<file path="src/rtl/sram_port_arbiter.sv">
// Serialises record-path writes and playback-path reads onto one external SRAM.
// Ack K+1 cycles after an idle-cycle grant; requesters hold their request until ack, so a losing port simply waits.
module sram_port_arbiter #(
  parameter int ACCESS_CYCLES = 2,
  parameter bit WR_PRIORITY   = 1'b0
) (
  input  logic        i_clk,
  input  logic        i_rst,
  input  logic        i_wr_req,
  input  logic [19:0] i_wr_addr,
  input  logic [15:0] i_wr_data,
  output logic        o_wr_ack,
  input  logic        i_rd_req,
  input  logic [19:0] i_rd_addr,
  output logic [15:0] o_rd_data,
  output logic        o_rd_ack,
  output logic [19:0] o_sram_addr,
  output logic [15:0] o_sram_dq,
  output logic        o_sram_dq_oe,
  input  logic [15:0] i_sram_dq,
  output logic        o_sram_we_n,
  output logic        o_sram_oe_n,
  output logic        o_busy
);

  typedef enum logic [1:0] {S_IDLE, S_ACCESS, S_ACK} state_t;

  localparam logic [3:0] LAST_CNT = 4'(ACCESS_CYCLES - 1);

  state_t      state, state_nxt;
  logic [3:0]  cnt, cnt_nxt;
  logic        op_wr, op_wr_nxt;
  logic        last_wr, last_wr_nxt;
  logic [19:0] addr_nxt;
  logic [15:0] dq_nxt, rd_data_nxt;
  logic        dq_oe_nxt, we_n_nxt, oe_n_nxt, wr_ack_nxt, rd_ack_nxt;
  logic        grant_wr;

  // Write wins a tie under fixed priority, or when read was served last.
  assign grant_wr = i_wr_req & (~i_rd_req | WR_PRIORITY | ~last_wr);
  assign o_busy   = (state != S_IDLE);

  always_comb begin
    state_nxt   = state;
    cnt_nxt     = cnt;
    op_wr_nxt   = op_wr;
    last_wr_nxt = last_wr;
    addr_nxt    = o_sram_addr;
    dq_nxt      = o_sram_dq;
    rd_data_nxt = o_rd_data;
    dq_oe_nxt   = o_sram_dq_oe;
    we_n_nxt    = o_sram_we_n;
    oe_n_nxt    = o_sram_oe_n;
    wr_ack_nxt  = 1'b0;
    rd_ack_nxt  = 1'b0;
    case (state)
      S_IDLE: begin
        if (i_wr_req || i_rd_req) begin
          state_nxt = S_ACCESS;
          cnt_nxt   = 4'd0;
          op_wr_nxt = grant_wr;
          addr_nxt  = grant_wr ? i_wr_addr : i_rd_addr;
          if (grant_wr) dq_nxt = i_wr_data;
          we_n_nxt  = ~grant_wr;
          oe_n_nxt  = grant_wr;
          dq_oe_nxt = grant_wr;
        end
      end
      S_ACCESS: begin
        cnt_nxt = cnt + 4'd1;
        if (cnt == LAST_CNT) begin
          state_nxt   = S_ACK;
          we_n_nxt    = 1'b1;
          oe_n_nxt    = 1'b1;
          wr_ack_nxt  = op_wr;
          rd_ack_nxt  = ~op_wr;
          last_wr_nxt = op_wr;
          if (!op_wr) rd_data_nxt = i_sram_dq;
        end
      end
      S_ACK: begin
        // Data drive was held through the ack cycle for write hold time.
        state_nxt = S_IDLE;
        dq_oe_nxt = 1'b0;
      end
      default: state_nxt = S_IDLE;
    endcase
  end

  always_ff @(posedge i_clk or posedge i_rst) begin
    if (i_rst) begin
      state        <= S_IDLE;
      cnt          <= 4'd0;
      op_wr        <= 1'b0;
      last_wr      <= 1'b0;
      o_sram_addr  <= 20'd0;
      o_sram_dq    <= 16'd0;
      o_rd_data    <= 16'd0;
      o_sram_dq_oe <= 1'b0;
      o_sram_we_n  <= 1'b1;
      o_sram_oe_n  <= 1'b1;
      o_wr_ack     <= 1'b0;
      o_rd_ack     <= 1'b0;
    end else begin
      state        <= state_nxt;
      cnt          <= cnt_nxt;
      op_wr        <= op_wr_nxt;
      last_wr      <= last_wr_nxt;
      o_sram_addr  <= addr_nxt;
      o_sram_dq    <= dq_nxt;
      o_rd_data    <= rd_data_nxt;
      o_sram_dq_oe <= dq_oe_nxt;
      o_sram_we_n  <= we_n_nxt;
      o_sram_oe_n  <= oe_n_nxt;
      o_wr_ack     <= wr_ack_nxt;
      o_rd_ack     <= rd_ack_nxt;
    end
  end

endmodule

</file>
<file path="config.mk">
export PLATFORM = sky130hd
export DESIGN_NAME = sram_port_arbiter
export DESIGN_NICKNAME = d
export VERILOG_FILES = /design/src/rtl/sram_port_arbiter.sv
export SDC_FILE = /design/constraint.sdc
export NUM_CORES = 1
export LEC_CHECK = 0
export CAP_MARGIN = 20
export CORE_UTILIZATION = 42
export CTS_BUF_LIST = sky130_fd_sc_hd__clkbuf_4
export CTS_CLUSTER_DIAMETER = 50
export DETAILED_ROUTE_END_ITERATION = 10
export HOLD_SLACK_MARGIN = 0.02
export PLACE_DENSITY = 0.82
export SYNTH_ARGS = -nofsm -noshare
export SYNTH_HDL_FRONTEND = slang
export SYNTH_SLANG_ARGS = --single-unit
export TNS_END_PERCENT = 5
</file>
<file path="constraint.sdc">
create_clock -name i_clk -period 2.34 [get_ports i_clk]
set_input_delay 0.468 -clock i_clk [delete_from_list [all_inputs] [get_ports i_clk]]
set_output_delay 0.468 -clock i_clk [all_outputs]
set_load 0.03 [all_outputs]
</file>
==> metrics.yaml, run 1 <==
layout:
  antennaDiodeCount: 0
  syn_to_final_growth_pct: 56.89
  drive_above_1_share_pct: 19.22
  nets: 432
sta:
  period_share_pct: 91.29
  drv_slew: 0
  worst_pin_slew_ps: 541.0
  max_freq_mhz: 468.1
  hold_viol: 0
  skew_ps: 12.58
  setup_ws_ps: 203.8
  fin_setup_tns_ps: 0
  fin_crit_ps: 2136
  rsz0062_at_grt: "false"
  setup_violations: 0
  slew_headroom_pct: 63.86
hold_path:
  hold_path_class: "in2async"
routing:
  wl_met3_um: 432
  routed_wl_um: 6899
  met2_length_um: 3415
  ant_nets: 0
  drtPass1Iterations: 4
  met1_length_um: 2844
  top_layer: "met4"
  drc: 0
  num_vias: 2275
  drtIter0Drc: 78
  via_per_inst: 5.218
  routedWlPerCell_um: 15.82
power_and_ir_drop:
  peakVddDrop_uv: 850.4
  power.density_mw_per_mm2: 1469
  p_leak_uw: 0.001881
  p_total_uw: 6429
global_routing:
  grt_pass1_vias: 2491
  grt_max_degree: 33
  grt_pass1_wl_um: 11670
  overflow: 0
  grt_usage_pct: 21.24
  antenna_found_initial: 0
setup_path:
  cp_top_family: "buffers and inverters"
  cp.arrival_ps: 1670
  critPathKind: "reg2out"
  cp_slowest_cell: "clkdlybuf4s50_1"
  critPathRequiredTime_ps: 1870
  cp-start-kind: "register"
  cpPeakStageDelay_ps: 610
  endpoint_kind: "output pin"
  crit_buf_inv: 2
  crit_path_max_fanout: 4
  cp_cell_sequence: "nor2_4 > inv_2 > clkdlybuf4s50_1"
clock_tree:
  cts-buffers-inserted: 9
  h-tree-depth: 3
  cts.sinks: 65
  clock_latency_ps: 390
  clk_pin_slew_worst_paths_ps: 100
  hold_buffers: 0
  postCtsSetupBuffers: 0
  cts.repair.resized: 0
  cts_tree: "yes"
  cts-root-buf: "clkbuf_4"
  clock_path_buffers: 2
synthesis:
  ys.flop_type: "dfrtp_1"
  synth-async-reset-ratio_pct: 100.0
  netlist.area_leader.share_pct: 56.53
  synth_area_sq_mm: 0.002789
  ys_ff_latch: 65
  yosysWarningCount: 0
  synth-edff-count: 0
  synthMostInstantiatedCell: "dfrtp_1"
  synthTopCellsByCount: "63 x dfrtp_1, 24 x mux2_2, 24 x nand2_1"
  synth_fp_nets: 289
  syn_inst: 211
  yosysSeqAreaShare_pct: 58.41
  avgSynthCellArea_sq_um: 13.22
  synth.area.top_cells: "dfrtp_1 57%, mux2_2 9.7%, a2bb2oi_1 6.3%, a211oi_1 5.4%, mux2_4 4.8%"
  ys_types: 32
  synth.largest_area_cell: "dfrtp_1"
floorplan:
  die_y_um: 83.49
  ioPinCount: 134
  fp.dieArea_sq_mm: 0.006971
  die_w_um: 83.49
  coreArea_sq_mm: 0.006386
  initial_core_util_pct: 43.67
  num_rows: 29
place:
  hpwl_um: 5053
  gp_congestion: 0.7780
  port-buffer-count: 133
  place_ws_ps: -100.8
job:
  drv_cap: 0
run_status:
  status: "finished clean"
## power by group
part	internal, uW	switching (uW)	leakage (uW)
combinational	1750	1930	0.00105
sequential	1700	341	0.000760
clock	339	367	0.0000734
total	3790	2640	0.00188
## worst paths after layout
kind,cells past startpoint,endpoint,start,slack (ps)
worst max-delay path,3,o_busy,state[1]$_DFFE_PP0P_,200
worst min-delay path,2,o_sram_dq[8]$_DFFE_PP0P_,i_rst,370
worst max register to register,5,o_rd_data[1]$_DFFE_PP0P_,cnt[1]$_DFFE_PP0P_,650
worst min register to register,1,o_sram_dq[6]$_DFFE_PP0P_,o_sram_dq[6]$_DFFE_PP0P_,510
max in group asynchronous,3,o_sram_we_n$_DFFE_PP1P_,i_rst,1390
min in group i_clk,1,o_sram_dq[6]$_DFFE_PP0P_,o_sram_dq[6]$_DFFE_PP0P_,510
## cells in the final DEF, fill, tap and decap left out, drive strengths merged, types with 2 or more instances in the layout
master	netlist	routed
clkdlybuf4s50	0	133
dfrtp	63	63
mux2	33	33
nand2	24	24
a211oi	20	20
a2bb2oi	20	20
clkbuf	4	11
buf	8	11
o21ai	7	7
inv	7	7
clkinv	0	4
nor2	4	4
nand3	2	2
mux2i	2	2
nand2b	2	2
o22ai	2	2
ha	2	2
dfstp	2	2
## state kept, by name, indices dropped and copies added, names as in the netlist, 2 cells and up
register     flops
state            2
o_sram_addr     20
o_rd_data       16
o_sram_dq       16
cnt              4
## metrics by stage
step	cell area (sq um)	hold slack (ps)	util [%]	std cells
global route	4375	394.6	68.51	436
floorplan	2789	479.3	-	211
global placement	4239	486.9	66.38	419
finish	4375	372.9	68.51	436
CTS	4368	348.5	68.40	435
detailed placement	4239	493.0	66.38	419
## kinds of logic after synthesis
logic type	count (synthesis)	synth area share (%)
AOI/OAI and AO/OA	54	14.76
adders and majority gates	2	0.8971
buffers and inverters	19	3.274
DFF	65	58.41
muxes	35	15.25
and+or+nand+nor	36	7.402
## routing by layer
metal  GRT usage (%)  up-vias
met5               0        -
met4           10.48        0
met3           6.133       20
met2           34.50      100
met1           26.04     1101
li1                -     1054
## layout make-up
class	count	area, sq um
fill	448	2011
sequential	65	1629
timing repair buffer	144	1426
multi-input combinational	127	1069
tap	77	96.34
clock buffer	11	82.58
clock inverter	5	46.29
inverter	7	26.28
Power figures use the tool's default switching activity.
==> run 2: changes to the inputs <==
--- a/config.mk
+++ b/config.mk
@@ -12,6 +12,7 @@
 export DETAILED_ROUTE_END_ITERATION = 10
 export HOLD_SLACK_MARGIN = 0.02
 export PLACE_DENSITY = 0.82
+export SETUP_SLACK_MARGIN = 0.4
 export SYNTH_ARGS = -nofsm -noshare
 export SYNTH_HDL_FRONTEND = slang
 export SYNTH_SLANG_ARGS = --single-unit
==> metrics.yaml, run 2 (synthesis gave the netlist of run 1 again) <==
run_status:
  status: "finished clean"  # unchanged
sta:
  setup_violations: 0  # unchanged
  worst_pin_slew_ps: 679.2  # was 541.0 ps
  hold_viol: 0  # unchanged
  max_freq_mhz: 512.8  # was 468.1 MHz
  fin_setup_tns_ps: 0  # unchanged
  drv_slew: 0  # unchanged
  skew_ps: 15.92  # was 12.58 ps
  setup_ws_ps: 389.7  # was 203.8 ps
  period_share_pct: 83.34  # was 91.29%
  finalHoldWorstSlack_ps: 410.2  # was 372.9 ps
  rsz0062_at_grt: "true"  # was false
  fin_crit_ps: 1950  # was 2136 ps
  slew_headroom_pct: 54.62  # was 63.86%
power_and_ir_drop:
  power.density_mw_per_mm2: 1472  # was 1469 mW/mm^2
  p_leak_uw: 0.001875  # was 0.001881 uW
  peakVddDrop_uv: 833.1  # was 850.4 uV
floorplan:
  num_rows: 29  # unchanged
  die_w_um: 83.49  # unchanged
  ioPinCount: 134  # unchanged
  fp.dieArea_sq_mm: 0.006971  # unchanged
  die_y_um: 83.49  # unchanged
  initial_core_util_pct: 43.67  # unchanged
  coreArea_sq_mm: 0.006386  # unchanged
clock_tree:
  clock_latency_ps: 390  # about the same
  cts_tree: "yes"  # unchanged
  cts.sinks: 65  # unchanged
  cts-root-buf: "clkbuf_4"  # unchanged
  cts-buffers-inserted: 9  # unchanged
  postCtsSetupBuffers: 0  # unchanged
  h-tree-depth: 3  # unchanged
  hold_buffers: 0  # unchanged
  clk_pin_slew_worst_paths_ps: 110  # was 100 ps
  clock_path_buffers: 2  # unchanged
setup_path:
  cp_cell_sequence: "clkdlybuf4s50_1"  # was nor2_4 > inv_2 > clkdlybuf4s50_1
  critPathRequiredTime_ps: 1870  # about the same
  endpoint_kind: "output pin"  # unchanged
  cpPeakStageDelay_ps: 700  # was 610 ps
  cp_top_family: "buffers and inverters"  # unchanged
  cp_slowest_cell: "clkdlybuf4s50_1"  # unchanged
  critPathKind: "reg2out"  # unchanged
  crit_path_max_fanout: 2  # was 4
  crit_buf_inv: 1  # was 2
  cp-start-kind: "register"  # unchanged
  r2r_slack_ps: 610  # was 650 ps
  cp.arrival_ps: 1480  # was 1670 ps
place:
  port-buffer-count: 133  # unchanged
  gp_congestion: 0.7294  # was 0.7780
  hpwl_um: 5129  # was 5053 um
  place_ws_ps: 107.5  # was -100.8 ps
  dpl.cell_count: 417  # was 419
layout:
  mostFrequentLayoutCells: "130 x clkdlybuf4s50_1, 63 x dfrtp_1, 24 x nand2_1, 24 x mux2_2"  # was 133 x clkdlybuf4s50_1, 63 x dfrtp_1, 24 x nand2_1, 24 x mux2_2
  drive_above_1_share_pct: 18.82  # was 19.22%
  biggestRegsByFlops: "o_sram_addr x20, o_rd_data x16, o_sram_dq x16"  # unchanged
  top_register: "o_sram_addr"  # unchanged
  syn_to_final_growth_pct: 56.35  # was 56.89%
  nets: 429  # was 432
  antennaDiodeCount: 0  # unchanged
  fin_cells: 433  # was 436
  final_util_pct: 68.28  # was 68.51%
  mostFrequentLayoutCell: "clkdlybuf4s50_1"  # unchanged
  largest_register_ffs: 20  # unchanged
global_routing:
  grt_pass1_wl_um: 11970  # was 11670 um
  grt_usage_pct: 21.68  # was 21.24%
  grt_max_degree: 34  # was 33
  overflow: 0  # unchanged
  antenna_found_initial: 0  # unchanged
  grt_pass1_vias: 2485  # was 2491
routing:
  ant_nets: 0  # unchanged
  via_per_inst: 5.187  # was 5.218
  drtPass1Iterations: 4  # unchanged
  drtIter0Drc: 83  # was 78
  drc: 0  # unchanged
  routedWlPerCell_um: 16.38  # was 15.82 um
  routed_wl_um: 7091  # was 6899 um
  num_vias: 2246  # was 2275
hold_path:
  hold_path_class: "in2async"  # unchanged
job:
  drv_cap: 0  # unchanged
run 2: changes by cell type in the layout (fill, tap and decap cells not counted), sizes merged:
cell           before  now
clkbuf             11    9
inv                 7    6
dlygate4sd2         0    1
dlymetal6s2s        0    2
clkdlybuf4s50     133  130
clkinvlp            0    1
buf                11    8
clkinv              4    6
run 2: path summary, 6_finish.rpt:
check	start	endpoint	cells after the start
worst min register to register	o_sram_dq[9]$_DFFE_PP0P_	o_sram_dq[9]$_DFFE_PP0P_	1
worst max register to register	state[1]$_DFFE_PP0P_	o_sram_addr[0]$_DFFE_PP0P_	6
worst max-delay path	o_sram_addr[18]$_DFFE_PP0P_	o_sram_addr[18]	1
min in group i_clk	o_sram_dq[9]$_DFFE_PP0P_	o_sram_dq[9]$_DFFE_PP0P_	1
worst min-delay path	i_rst	o_sram_dq[6]$_DFFE_PP0P_	2
max in group asynchronous	i_rst	o_sram_oe_n$_DFFE_PP1P_	3
run 2: metrics by stage:
stage	area (sq um)	total power, uW
after floorplan	2793	4300
after global placement	4228	5651
after detailed placement	4228	5741
after CTS	4355	6470
after global routing	4360	6772
final	4360	6421
run 2: report_power, final:
part	leakage, uW	total (uW)	internal, uW	switching [uW]
Combinational	0.00104	3660	1730	1930
Sequential	0.000760	2040	1700	345
Clock	0.0000745	716	316	400
Total	0.00188	6420	3740	2680
run 2: layout make-up:
type / count / area (sq um)
Clock buffer: 9 / 67.56
Clock inverter: 7 / 61.31
Fill cell: 472 / 2026
Inverter: 7 / 30.03
Multi-Input combinational cell: 127 / 1069
Sequential cell: 65 / 1629
Tap cell: 77 / 96.34
Timing Repair Buffer: 141 / 1408
run 2: what timing repair did:
item | 4_1_cts | 5_1_grt
endpoints found under the setup margin | 13 | 55
gates resized for setup | 1 | 2
pin swaps | 0 | 0
run 2: metal layers:
| layer | routed length, um | track usage, % | vias up |
|---|---|---|---|
| met3 | 353 | 5.045 | 9 |
| li1 | - | - | 1048 |
| met5 | 0 | 0 | - |
| met4 | 109 | 8.166 | 0 |
| met1 | 3104 | 27.58 | 1119 |
| met2 | 3523 | 36.21 | 70 |
==> run 3: changes to the inputs <==
==> constraint.sdc (replaced) <==
create_clock -name i_clk -period 1.9 [get_ports i_clk]
set_input_delay 0.38 -clock i_clk [delete_from_list [all_inputs] [get_ports i_clk]]
set_output_delay 0.38 -clock i_clk [all_outputs]
set_load 0.03 [all_outputs]
==> metrics.yaml, run 3 (synthesis gave the netlist of run 1 again) <==
global_routing:
  antenna_found_initial: 0  # unchanged
  grt_usage_pct: 21.77  # was 21.68%
  grt_pass1_vias: 2509  # was 2485
  grt_max_degree: 35  # was 34
  grt_pass1_wl_um: 11950  # was 11970 um
  overflow: 0  # unchanged
sta:
  setup_ws_ps: 335.1  # was 389.7 ps
  fin_crit_ps: 1565
  setup_violations: 0  # unchanged
  drv_slew: 0  # unchanged
  skew_ps: 15.99  # was 15.92 ps
  period_share_pct: 82.36
  slew_headroom_pct: 72.56  # was 54.62%
  max_freq_mhz: 639.0
  hold_viol: 0  # unchanged
  worst_pin_slew_ps: 410.8  # was 679.2 ps
  rsz0062_at_grt: "true"  # unchanged
clock_tree:
  cts_tree: "yes"  # unchanged
  clock_latency_ps: 390  # about the same
  cts.sinks: 65  # unchanged
  clock_path_buffers: 2  # unchanged
  h-tree-depth: 3  # unchanged
  cts-root-buf: "clkbuf_4"  # unchanged
  clk_pin_slew_worst_paths_ps: 110  # about the same
  cts-buffers-inserted: 9  # unchanged
place:
  gp_congestion: 0.7670  # was 0.7294
  port-buffer-count: 133  # unchanged
  hpwl_um: 5063  # was 5129 um
  placed_cell_area_sq_mm: 0.004245  # was 0.004228 sq mm
  place_ws_ps: -25.34  # was 107.5 ps
floorplan:
  initial_core_util_pct: 43.67  # unchanged
  coreArea_sq_mm: 0.006386  # unchanged
  num_rows: 29  # unchanged
  die_y_um: 83.49  # unchanged
  fp.dieArea_sq_mm: 0.006971  # unchanged
  ioPinCount: 134  # unchanged
  die_w_um: 83.49  # unchanged
layout:
  mostFrequentLayoutCells: "75 x clkdlybuf4s50_1, 63 x dfrtp_1, 52 x dlygate4sd2_1"  # was 130 x clkdlybuf4s50_1, 63 x dfrtp_1, 24 x nand2_1, 24 x mux2_2
  final_util_pct: 70.06  # was 68.28%
  final_area_sq_mm: 0.004474  # was 0.004360 sq mm
  top_register: "o_sram_addr"  # unchanged
  biggestRegsByFlops: "o_sram_addr x20, o_rd_data x16, o_sram_dq x16"  # unchanged
  mostFrequentLayoutCell: "clkdlybuf4s50_1"  # unchanged
  syn_to_final_growth_pct: 60.43  # was 56.35%
  nFillCells: 501  # was 472
  drive_above_1_share_pct: 23.72  # was 18.82%
  seq_area_sq_mm: 0.001629  # unchanged
  largest_register_ffs: 20  # unchanged
  antennaDiodeCount: 0  # unchanged
  nets: 444  # was 429
  multi_input_area_sq_mm: 0.001071  # was 0.001069 sq mm
routing:
  drtPass1Iterations: 4  # unchanged
  routedWlPerCell_um: 16.14  # was 16.38 um
  drc: 0  # unchanged
  drtIter0Drc: 72  # was 83
  num_vias: 2329  # was 2246
  routed_wl_um: 7229  # was 7091 um
  via_per_inst: 5.199  # was 5.187
  ant_nets: 0  # unchanged
setup_path:
  endpoint_kind: "output pin"  # unchanged
  reg2reg_depth: 6  # unchanged
  cp-start-kind: "register"  # unchanged
  critPathRequiredTime_ps: 1520  # was 1870 ps
  crit_path_max_fanout: 2  # unchanged
  cp_slowest_cell: "dlygate4sd2_1"  # was clkdlybuf4s50_1
  crit_buf_inv: 1  # unchanged
  cp_top_family: "buffers and inverters"  # unchanged
  cpPeakStageDelay_ps: 420  # was 700 ps
  critPathKind: "reg2out"  # unchanged
  r2r_slack_ps: 340  # was 610 ps
  reg2reg_from: "cnt[1]$_DFFE_PP0P_"  # was state[1]$_DFFE_PP0P_
  rr_endpoint: "o_rd_data[15]$_DFFE_PP0P_"  # was o_sram_addr[0]$_DFFE_PP0P_
  cp.arrival_ps: 1180  # was 1480 ps
  cp_cell_sequence: "dlygate4sd2_1"  # was clkdlybuf4s50_1
hold_path:
  hold_path_class: "in2async"  # unchanged
power_and_ir_drop:
  peakVddDrop_uv: 1038  # was 833.1 uV
  power.density_mw_per_mm2: 1779  # was 1472 mW/mm^2
  p_total_uw: 7962  # was 6421 uW
  p_leak_uw: 0.002034  # was 0.001875 uW
job:
  drv_cap: 0  # unchanged
run_status:
  status: "finished clean"  # unchanged
==> run 3: changes by cell type in the layout (fill, tap and decap cells not counted), sizes merged, moves of 2 or more <==
cell / before / now
buf: 8 / 24
clkdlybuf4s15: 0 / 3
clkdlybuf4s50: 130 / 75
clkinv: 6 / 4
dlygate4sd2: 1 / 52
dlymetal6s2s: 2 / 0
==> run 3: cell type report <==
class / count / share of cell area [%]
Clock buffer: 9 / 1.510
Clock inverter: 7 / 1.902
Inverter: 7 / 0.8389
Multi-Input combinational cell: 127 / 23.94
Sequential cell: 65 / 36.41
Tap cell: 77 / 2.153
Timing Repair Buffer: 155 / 33.11
Timing Repair inverter: 1 / 0.1398
==> run 3: report_power, final <==
group / switching, uW / internal, uW / leakage, uW / total [uW]
registers: 385 / 2090 / 0.000760 / 2480
logic: 2520 / 1970 / 0.00119 / 4490
clock network: 473 / 521 / 0.0000808 / 994
total: 3380 / 4580 / 0.00203 / 7960
==> run 3: layer usage <==
layer	vias to the layer above	part of all wire, %	GRT usage (%)
met3	17	5.5	4.946
met5	-	0	0
met2	81	51	36.81
met4	0	2.1	8.166
li1	1083	-	-
met1	1148	41	27.39
==> run 3: per-stage QoR <==
step	setup TNS, ps	hold WS [ps]	instances
2_1_floorplan	0	479.3	211
3_3_place_gp	0	483.2	418
3_5_place_dp	-25.34	492.3	418
4_1_cts	0	310.5	443
5_1_grt	0	331.2	448
6_report	0	318.6	448
==> run 3: timing repair <==
item / CTS / global route
setup buffers: 8 / 4
setup endpoints to repair: 91 / 109
hold buffers: 0 / 0
pin swaps: 3 / 1
hold endpoints to repair: 0 / 0
resized for setup: 75 / 1
gates cloned: 1 / 1
==> run 3: how the worst max path moves through the flow <==
stage | from | to | slack, ps | depth (start not counted)
finish | o_sram_addr[18]$_DFFE_PP0P_ | o_sram_addr[18] | 340 | 1
global route | state[0]$_DFFE_PP0P_ | o_sram_dq[14]$_DFFE_PP0P_ | 240 | 5
CTS | cnt[1]$_DFFE_PP0P_ | o_rd_data[2]$_DFFE_PP0P_ | 320 | 6
detailed placement | i_rd_req | o_sram_addr[2]$_DFFE_PP0P_ | -30 | 5
global placement | i_rd_req | o_sram_dq[13]$_DFFE_PP0P_ | 100 | 4
floorplan | cnt[1]$_DFFE_PP0P_ | o_rd_data[0]$_DFFE_PP0P_ | 370 | 6
==> run 3: worst reg2reg max path, stage by stage, from the launching register on <==
cell and delay [ps]:
dfrtp_1 390, inv_1 60, ha_1 150, nor3b_4 240, nand3_4 140, buf_12 170
mux2_4 300
